--- src/rtl/gol_pkg.sv ---
// rtl/gol_pkg.sv - shared sequencer state encoding, default grid size and cell indexing
package gol_pkg;

  typedef enum logic [1:0] {
    PAUSED = 2'd0,
    RUN    = 2'd1,
    COMMIT = 2'd2
  } seq_state_t;

  localparam int DEF_ROWS = 8;
  localparam int DEF_COLS = 8;

  function automatic int cell_idx(input int x, input int y, input int cols);
    return y * cols + x;
  endfunction

endpackage

--- src/rtl/gol_cursor.sv ---
// rtl/gol_cursor.sv - wrap-around cursor x/y counters, moves honoured only while enabled
module gol_cursor
  import gol_pkg::*;
#(
  parameter int ROWS = DEF_ROWS,
  parameter int COLS = DEF_COLS
) (
  input  logic                    clk,
  input  logic                    rst,
  input  logic                    en,
  input  logic                    left,
  input  logic                    right,
  input  logic                    up,
  input  logic                    down,
  output logic [$clog2(COLS)-1:0] x,
  output logic [$clog2(ROWS)-1:0] y
);

  localparam int XW = $clog2(COLS);
  localparam int YW = $clog2(ROWS);

  logic [XW-1:0] x_q, x_d;
  logic [YW-1:0] y_q, y_d;

  // Opposing moves on the same axis cancel because each branch requires the other to be low.
  always_comb begin
    x_d = x_q;
    y_d = y_q;
    if (en) begin
      if (left && !right)
        x_d = (x_q == '0) ? XW'(COLS - 1) : x_q - XW'(1);
      else if (right && !left)
        x_d = (x_q == XW'(COLS - 1)) ? '0 : x_q + XW'(1);
      if (up && !down)
        y_d = (y_q == '0) ? YW'(ROWS - 1) : y_q - YW'(1);
      else if (down && !up)
        y_d = (y_q == YW'(ROWS - 1)) ? '0 : y_q + YW'(1);
    end
  end

  always_ff @(posedge clk or posedge rst) begin
    if (rst) begin
      x_q <= '0;
      y_q <= '0;
    end else begin
      x_q <= x_d;
      y_q <= y_d;
    end
  end

  assign x = x_q;
  assign y = y_q;

endmodule

--- src/rtl/gol_sequencer.sv ---
// rtl/gol_sequencer.sv - run/pause/step sequencer owning the grid; optional GOL_STILL_LIFE_DETECT_EN adds stable
module gol_sequencer
  import gol_pkg::*;
#(
  parameter int ROWS  = DEF_ROWS,
  parameter int COLS  = DEF_COLS,
  parameter int GEN_W = 16
) (
  input  logic                    clk,
  input  logic                    rst,
  input  logic                    tick,
  input  logic                    btn_run,
  input  logic                    btn_step,
  input  logic                    btn_clear,
  input  logic                    btn_toggle,
  input  logic                    btn_left,
  input  logic                    btn_right,
  input  logic                    btn_up,
  input  logic                    btn_down,
  input  logic [ROWS*COLS-1:0]    grid_next,
  output logic [ROWS*COLS-1:0]    grid,
  output logic [$clog2(COLS)-1:0] cursor_x,
  output logic [$clog2(ROWS)-1:0] cursor_y,
  output logic                    paused,
  output logic [GEN_W-1:0]        generation,
  output logic                    update
`ifdef GOL_STILL_LIFE_DETECT_EN
  ,
  output logic                    stable
`endif
);

  localparam int N  = ROWS * COLS;
  localparam int IW = $clog2(N);

  seq_state_t       state_q, state_d;
  seq_state_t       ret_q, ret_d;
  logic [N-1:0]     grid_q, grid_d;
  logic [GEN_W-1:0] gen_q, gen_d;
  logic             update_q, update_d;
  logic             stable_q, stable_d;
  logic [IW-1:0]    tog_idx;
  logic             edit_en;

  // Editing is lowest priority: any higher-priority button in the same cycle suppresses it.
  assign edit_en = (state_q == PAUSED) && !btn_clear && !btn_run && !btn_step;
  assign tog_idx = IW'(cell_idx(int'(cursor_x), int'(cursor_y), COLS));

  gol_cursor #(.ROWS(ROWS), .COLS(COLS)) u_cursor (
    .clk   (clk),
    .rst   (rst),
    .en    (edit_en),
    .left  (btn_left),
    .right (btn_right),
    .up    (btn_up),
    .down  (btn_down),
    .x     (cursor_x),
    .y     (cursor_y)
  );

  always_comb begin
    state_d  = state_q;
    ret_d    = ret_q;
    grid_d   = grid_q;
    gen_d    = gen_q;
    update_d = 1'b0;
    stable_d = 1'b0;
    if (btn_clear) begin
      grid_d  = '0;
      gen_d   = '0;
      state_d = PAUSED;
    end else begin
      case (state_q)
        PAUSED: begin
          if (btn_run) begin
            state_d = RUN;
          end else if (btn_step) begin
            state_d = COMMIT;
            ret_d   = PAUSED;
          end else if (btn_toggle) begin
            grid_d[tog_idx] = ~grid_q[tog_idx];
          end
        end
        RUN: begin
          if (btn_run) begin
            state_d = PAUSED;
          end else if (tick) begin
            state_d = COMMIT;
            ret_d   = RUN;
          end
        end
        COMMIT: begin
          state_d = ret_q;
`ifdef GOL_STILL_LIFE_DETECT_EN
          if (grid_next == grid_q) begin
            state_d  = PAUSED;
            stable_d = 1'b1;
          end else
`endif
          begin
            grid_d   = grid_next;
            update_d = 1'b1;
            if (gen_q != '1)
              gen_d = gen_q + GEN_W'(1);
          end
        end
        default: state_d = PAUSED;
      endcase
    end
  end

  always_ff @(posedge clk or posedge rst) begin
    if (rst) begin
      state_q  <= PAUSED;
      ret_q    <= PAUSED;
      grid_q   <= '0;
      gen_q    <= '0;
      update_q <= 1'b0;
      stable_q <= 1'b0;
    end else begin
      state_q  <= state_d;
      ret_q    <= ret_d;
      grid_q   <= grid_d;
      gen_q    <= gen_d;
      update_q <= update_d;
      stable_q <= stable_d;
    end
  end

  assign grid       = grid_q;
  assign generation = gen_q;
  assign update     = update_q;
  assign paused     = (state_q == PAUSED);
`ifdef GOL_STILL_LIFE_DETECT_EN
  assign stable     = stable_q;
`else
  logic unused_stable;
  assign unused_stable = stable_q;
`endif

endmodule

--- config.mk ---
export PLATFORM = sky130hd
export DESIGN_NAME = gol_sequencer
export DESIGN_NICKNAME = d
export VERILOG_FILES = /design/src/rtl/gol_pkg.sv /design/src/rtl/gol_cursor.sv /design/src/rtl/gol_sequencer.sv
export SDC_FILE = /design/constraint.sdc
export NUM_CORES = 1
export LEC_CHECK = 0
export ABC_AREA = 1
export BUFFER_PORTS_ARGS = -buffer_cell sky130_fd_sc_hd__buf_2
export CORE_ASPECT_RATIO = 0.6
export CORE_MARGIN = 2
export CORE_UTILIZATION = 59
export DETAILED_ROUTE_END_ITERATION = 10
export GPL_TIMING_DRIVEN = 0
export PLACE_DENSITY = 0.89
export SLEW_MARGIN = 20
export SYNTH_ARGS = -nofsm -noshare
export SYNTH_HDL_FRONTEND = slang
export SYNTH_HIERARCHICAL = 1
export SYNTH_SLANG_ARGS = --single-unit
--- constraint.sdc ---
create_clock -name clk -period 5.9 [get_ports clk]
set_input_delay 1.77 -clock clk [delete_from_list [all_inputs] [get_ports clk]]
set_output_delay 1.77 -clock clk [all_outputs]
set_load 0.01 [all_outputs]
==> results of run 1 <==
==> layout by cell type (no fill, tap or decap), types with 3 or more instances in the layout <==
master / netlist / routed
buf_6: 4 / 4
dfrtp_1: 90 / 90
inv_2: 3 / 3
clkbuf_1: 45 / 47
a21oi_1: 198 / 198
nand3_1: 96 / 96
nand2_1: 115 / 115
nor2_1: 166 / 166
nand3_2: 20 / 20
ha_1: 11 / 11
bufinv_16: 0 / 3
nand4_1: 7 / 7
xnor2_1: 3 / 3
inv_1: 164 / 163
nor3_1: 68 / 68
buf_4: 9 / 9
clkbuf_16: 0 / 9
o21bai_1: 6 / 6
xor2_1: 5 / 5
nor2_2: 3 / 3
nor2_4: 3 / 3
o21ai_0: 14 / 14
buf_2: 10 / 172
==> power groups by stage <==
| stage | Combinational (mW) | Sequential [mW] | Clock [mW] |
|---|---|---|---|
| final | 1.75 | 0.818 | 0.663 |
| after global routing | 1.86 | 0.828 | 0.684 |
| after floorplan | 1.12 | 0.839 | 0 |
| after detailed placement | 1.65 | 0.823 | 0 |
| after global placement | 1.61 | 0.821 | 0 |
| after CTS | 1.67 | 0.813 | 0.661 |
==> critical path, delay by kind of cell <==
family / cells / cell delay (ns)
buffers and inverters: 2 / 0.74
and+or+nand+nor: 2 / 0.82
AOI/OAI and AO/OA: 3 / 0.48
==> routing by layer <==
layer,up-vias,track usage
met1,3691,0.562
met5,-,0
met3,130,0.122
met4,0,0.144
met2,701,0.528
li1,3767,-
==> Yosys cell counts (2+ instances only) <==
library cell / instances / area (um2)
buf_6: 4 / 45.0
nor3_1: 68 / 340
nand3_1: 96 / 480
or2_2: 2 / 12.5
o22ai_1: 2 / 12.5
xor2_1: 5 / 43.8
or2_1: 2 / 12.5
o21bai_1: 6 / 45.0
inv_1: 164 / 616
buf_4: 9 / 67.6
nor2_4: 3 / 33.8
or2_0: 2 / 12.5
nor2_2: 3 / 18.8
nand4_1: 7 / 43.8
a21oi_1: 198 / 991
buf_2: 10 / 50.1
nor2_1: 166 / 623
dfrtp_1: 90 / 2250
inv_2: 3 / 11.3
ha_1: 11 / 138
o21ai_0: 14 / 70.1
nand2_1: 115 / 432
o21ai_1: 2 / 10.0
nand3_2: 20 / 200
o211ai_1: 2 / 15.0
xnor2_1: 3 / 26.3
clkbuf_1: 45 / 169
==> logic make-up after synthesis <==
| group | after synthesis | synth area share |
|---|---|---|
| buffers and inverters | 235 | 0.140 |
| xor gates and xnor gates | 8 | 0.0102 |
| DFF | 90 | 0.329 |
| and+or+nand+nor | 488 | 0.329 |
| adders and majority gates | 11 | 0.0201 |
| AOI/OAI and AO/OA | 227 | 0.171 |
==> registers in the layout, indices dropped and copies added, names as in the netlist <==
name / cells
grid: 64
generation: 16
u_cursor/x: 3
u_cursor/y: 3
state_q: 2
ret_q: 1
update: 1
==> worst min-delay path by stage <==
stage	endpoint	slack [ns]	cells after the start
after detailed placement	generation[3]$_DFFE_PP0P_	0.52	1
final	generation[3]$_DFFE_PP0P_	0.53	1
after floorplan	ret_q[0]$_DFFE_PP0P_	0.50	2
after CTS	generation[3]$_DFFE_PP0P_	0.53	1
after global routing	generation[3]$_DFFE_PP0P_	0.55	1
after global placement	generation[3]$_DFFE_PP0P_	0.51	1
==> per-stage QoR <==
| step | instances | total power [mW] | util |
|---|---|---|---|
| global route | 1396 | 3.38 | 0.726 |
| CTS | 1396 | 3.14 | 0.726 |
| finish | 1396 | 3.24 | 0.726 |
| detailed placement | 1382 | 2.48 | 0.697 |
| global placement | 1381 | 2.44 | 0.695 |
| floorplan | 1059 | 1.96 | - |
==> cell type report <==
| cell class | instances | area, um2 |
|---|---|---|
| inverters | 167 | 629 |
| clock inverters | 3 | 90.1 |
| multi-input cells | 734 | 3630 |
| repair buffers | 163 | 831 |
| fillers | 935 | 3100 |
| clock buffers | 11 | 233 |
| flip-flops and latches | 90 | 2250 |
| plain buffers | 68 | 332 |
| well taps | 160 | 200 |
==> impl_metrics.env, run 1 <==
export IMPL_status="completed"
export IMPL_core_um2=11300
export IMPL_worst_r2r_path_depth=6
export IMPL_die_h_um=87.4
export IMPL_syn_instance_count=1059
export IMPL_clkLatencyLatePin_ns=0.35
export IMPL_cts_path_max_buffers=2
export IMPL_cts_hold_fix_buffers=0
export IMPL_overflow=0
export IMPL_cts_made_buffers=9
export IMPL_yosysUniqueCellTypes=34
export IMPL_top_level_ports=163
export IMPL_cts_htree_levels=3
export IMPL_drt_initial_drc_count=1321
export IMPL_final_area_um2=8200
export IMPL_cap_violations=0
export IMPL_pre_cts_ws_ns=2.20
export IMPL_cts_root_buf="clkbuf_16"
export IMPL_r2r_slack_ns=3.05
export IMPL_highest_signal_layer="met4"
export IMPL_final_nets=1319
export IMPL_crit_path_max_fanout=10
export IMPL_finalSetupViolations=0
export IMPL_place_area_um2=7880
export IMPL_dr_pass1_iters=9
export IMPL_endpoint="grid[56]$_DFFE_PP0P_"
export IMPL_clkTransAtPathRegs_ns=0.07
export IMPL_timing_rr_end="grid[33]$_DFFE_PP0P_"
export IMPL_layout_area_overhead_vs_synth_pct=19.8
export IMPL_wl_met1_um=9960
export IMPL_grt_pass1_wl_um=36800
export IMPL_grt_max_degree=47
export IMPL_grt_pass1_vias=7206
export IMPL_wl_met3_um=3860
export IMPL_ys_flop_type="dfrtp_1"
export IMPL_num_vias=8289
export IMPL_synthArstFlopShare=1.00
export IMPL_critical_path_max_stage_delay_ns=0.73
export IMPL_ys_seq_elements=90
export IMPL_grt_usage=0.385
export IMPL_seq_power_share=0.253
export IMPL_synth_nets=1145
export IMPL_clock_power_share=0.205
export IMPL_drt_wl_total_um=24100
export IMPL_hold_viol_final=0
export IMPL_final_max_slew_violation_count=0
export IMPL_initial_utilization=0.606
export IMPL_end_kind="flop"
export IMPL_die_w_um=143
export IMPL_skew_ns=0.00901
export IMPL_syn_area_um2=6840
export IMPL_fin_hold_ws_ns=0.535
export IMPL_p_switching_mw=1.60
export IMPL_critPathSlowestCell="nor2_1"
export IMPL_max_freq_mhz=280
export IMPL_vias_per_cell=5.94
export IMPL_routabilityCongestion=0.960
export IMPL_io_buffers=162
export IMPL_power_density_nw_per_um2=395
export IMPL_required_ns=6.14
export IMPL_cts_tree="yes"
export IMPL_avgSynthCellArea_um2=6.46
export IMPL_cts_setup_buffers=0
export IMPL_peakVddDrop_uv=299
export IMPL_synth_enable_flop_cells=0
export IMPL_cts_sinks=90
export IMPL_period_needed_ns=3.58
export IMPL_power_internal_mw=1.64
export IMPL_rows=30
export IMPL_drc=0
export IMPL_cp_cell_sequence="buf_2 > nor2_1 > nor2_1 > clkbuf_1 > a21oi_1 > a21oi_1 > a21oi_1"
export IMPL_grt_antenna_before_repair=0
export IMPL_worstMarginPinSlew_ns=0.948
export IMPL_holdCritPathClass="flop to flop"
export IMPL_antenna_left=0
export IMPL_fin_crit_sh=0.606
export IMPL_rsz0062_at_grt="no"
export IMPL_r2r_start="u_cursor/x[2]$_DFFE_PP0P_"
export IMPL_timing_worst_setup_path_type="input port to flop"
export IMPL_relSlewSlack=0.365
export IMPL_switching_share=0.493
export IMPL_cts_repair_resized=0
export IMPL_setup_tns_ns=0
export IMPL_ys_seq_area_frac=0.329
export IMPL_leakage_nw=4.12
export IMPL_die_area_um2=12500
export IMPL_start_kind="input port"
export IMPL_layout_setup_ws_ns=2.32
export IMPL_diodes=0
export IMPL_p_comb_frac=0.542
export IMPL_met2_length_um=9330
export IMPL_crit_start="btn_clear"
export IMPL_layout_drive_gt1_share=0.189
export IMPL_crit_top_cell="a21oi_1"
export IMPL_hpwl_um=17500
export IMPL_drt_wirelength_per_cell_um=17.3
export IMPL_hp_start="generation[3]$_DFFE_PP0P_"
export IMPL_yosysWarnings=6
export IMPL_cp_data_arrival_time_ns=3.82
Power figures use the tool's default switching activity.
==> inputs of run 2 (changes only) <==
- CORE_UTILIZATION: 59 -> 50
- PLACE_DENSITY: 0.89 -> 0.8
- clock period: 5.9 -> 3.1 ns (I/O delays scaled with it)
==> impl_metrics.env, run 2 (same netlist as run 1, synthesis figures left out) <==
export IMPL_final_area_um2=8220
export IMPL_skew_ns=0.00725
export IMPL_layout_drive_gt1_share=0.191
export IMPL_peakVddDrop_uv=417
export IMPL_holdCritPathClass="input port to async pin"
export IMPL_rsz0062_at_grt="no"
export IMPL_final_max_slew_violation_count=0
export IMPL_required_ns=3.37
export IMPL_grt_usage=0.331
export IMPL_hold_viol_final=0
export IMPL_end_kind="flop"
export IMPL_layout_commonest_cell="a21oi_1"
export IMPL_grt_pass1_wl_um=37400
export IMPL_crit_path_max_fanout=10
export IMPL_overflow=0
export IMPL_cts_setup_buffers=0
export IMPL_multi_input_area_um2=3630
export IMPL_clkTransAtPathRegs_ns=0.06
export IMPL_top_level_ports=163
export IMPL_die_w_um=155
export IMPL_leakage_nw=4.12
export IMPL_cts_hold_fix_buffers=0
export IMPL_drt_wirelength_per_cell_um=17.2
export IMPL_die_h_um=94.6
export IMPL_vias_per_cell=5.73
export IMPL_worstMarginPinSlew_ns=0.881
export IMPL_cts_root_buf="clkbuf_16"
export IMPL_routabilityCongestion=0.977
export IMPL_timing_worst_setup_path_type="flop to flop"
export IMPL_core_um2=13500
export IMPL_diodes=0
export IMPL_status="completed"
export IMPL_period_needed_ns=2.88
export IMPL_finalSetupViolations=0
export IMPL_die_area_um2=14700
export IMPL_cts_htree_levels=3
export IMPL_cts_repair_resized=0
export IMPL_cp_data_arrival_time_ns=3.15
export IMPL_grt_antenna_before_repair=0
export IMPL_antenna_left=0
export IMPL_cts_made_buffers=9
export IMPL_cts_path_max_buffers=2
export IMPL_finalPower_mw=6.11
export IMPL_hpwl_um=17800
export IMPL_cts_tree="yes"
export IMPL_layout_common_cells="a21oi_1 (198), buf_2 (172), nor2_1 (166)"
export IMPL_clkLatencyLatePin_ns=0.35
export IMPL_initial_utilization=0.507
export IMPL_power_density_nw_per_um2=743
export IMPL_drc=0
export IMPL_max_freq_mhz=347
export IMPL_fin_crit_sh=0.929
export IMPL_grt_max_degree=51
export IMPL_cts_sinks=90
export IMPL_fillers=1309
export IMPL_start_kind="flop"
export IMPL_num_vias=8098
export IMPL_rows=33
export IMPL_io_buffers=162
export IMPL_drt_wl_total_um=24300
export IMPL_cap_violations=0
export IMPL_grt_pass1_vias=7117
export IMPL_place_area_um2=7900
export IMPL_seq_area_um2=2250
export IMPL_dr_pass1_iters=8
export IMPL_largest_reg_flops=64
export IMPL_drt_initial_drc_count=1168
export IMPL_layout_area_overhead_vs_synth_pct=20.1
export IMPL_final_nets=1319
export IMPL_relSlewSlack=0.410
-- run 2: power breakdown --
| group | switching (mW) | leakage (nW) | internal, mW | total [mW] |
|---|---|---|---|---|
| registers | 0.206 | 1.14 | 1.35 | 1.55 |
| logic | 2.35 | 2.82 | 0.989 | 3.34 |
| clock network | 0.485 | 0.156 | 0.727 | 1.21 |
-- run 2: worst max-delay path: stages, from the launching register on --
cell and delay [ns]:
dfrtp_1 0.51, inv_1 0.09, nor2_2 0.58, nand2_1 0.49
clkbuf_1 0.46, nor3_1 0.33, nand3_1 0.15, a21oi_1 0.17
-- run 2: final cells by class --
cell class                 count  area share
multi-input combinational    734       0.442
sequential                    90       0.274
timing repair buffer         163       0.101
inverter                     167      0.0766
buffer                        68      0.0404
clock buffer                  11      0.0295
tap                          175      0.0266
clock inverter                 5     0.00944
-- run 2: per-layer routing --
metal  global-route usage  routed length, um  vias to the layer above
met5                    0                  0                        -
met4               0.0926                623                        0
met3               0.0973               3430                       80
met2                0.470               9690                      535
met1                0.488              10600                     3710
li1                     -                  -                     3773
-- run 2: final timing paths --
path                                                start                   endpoint  slack, ns  depth (start not counted)
worst max-delay path            u_cursor/x[1]$_DFFE_PP0P_       grid[43]$_DFFE_PP0P_       0.22                          7
worst min-delay path                                  rst  u_cursor/x[0]$_DFFE_PP0P_       0.52                          2
worst max register to register  u_cursor/x[1]$_DFFE_PP0P_       grid[43]$_DFFE_PP0P_       0.22                          7
worst min register to register       ret_q[0]$_DFFE_PP0P_       ret_q[0]$_DFFE_PP0P_       0.55                          2
max in group asynchronous                             rst       grid[43]$_DFFE_PP0P_       1.75                          3
min in group clk                     ret_q[0]$_DFFE_PP0P_       ret_q[0]$_DFFE_PP0P_       0.55                          2
-- run 2: metrics by stage --
stage | worst slack [ns] | TNS (ns) | instances | hold slack [ns] | utilization
after floorplan | 0.00486 | 0 | 1059 | 0.504 | -
after global placement | -1.21 | -100.96 | 1396 | 0.528 | 0.583
after detailed placement | 0.277 | 0 | 1397 | 0.534 | 0.585
after CTS | 0.442 | 0 | 1413 | 0.527 | 0.609
after global routing | 0.158 | 0 | 1413 | 0.543 | 0.609
final | 0.221 | 0 | 1413 | 0.519 | 0.609
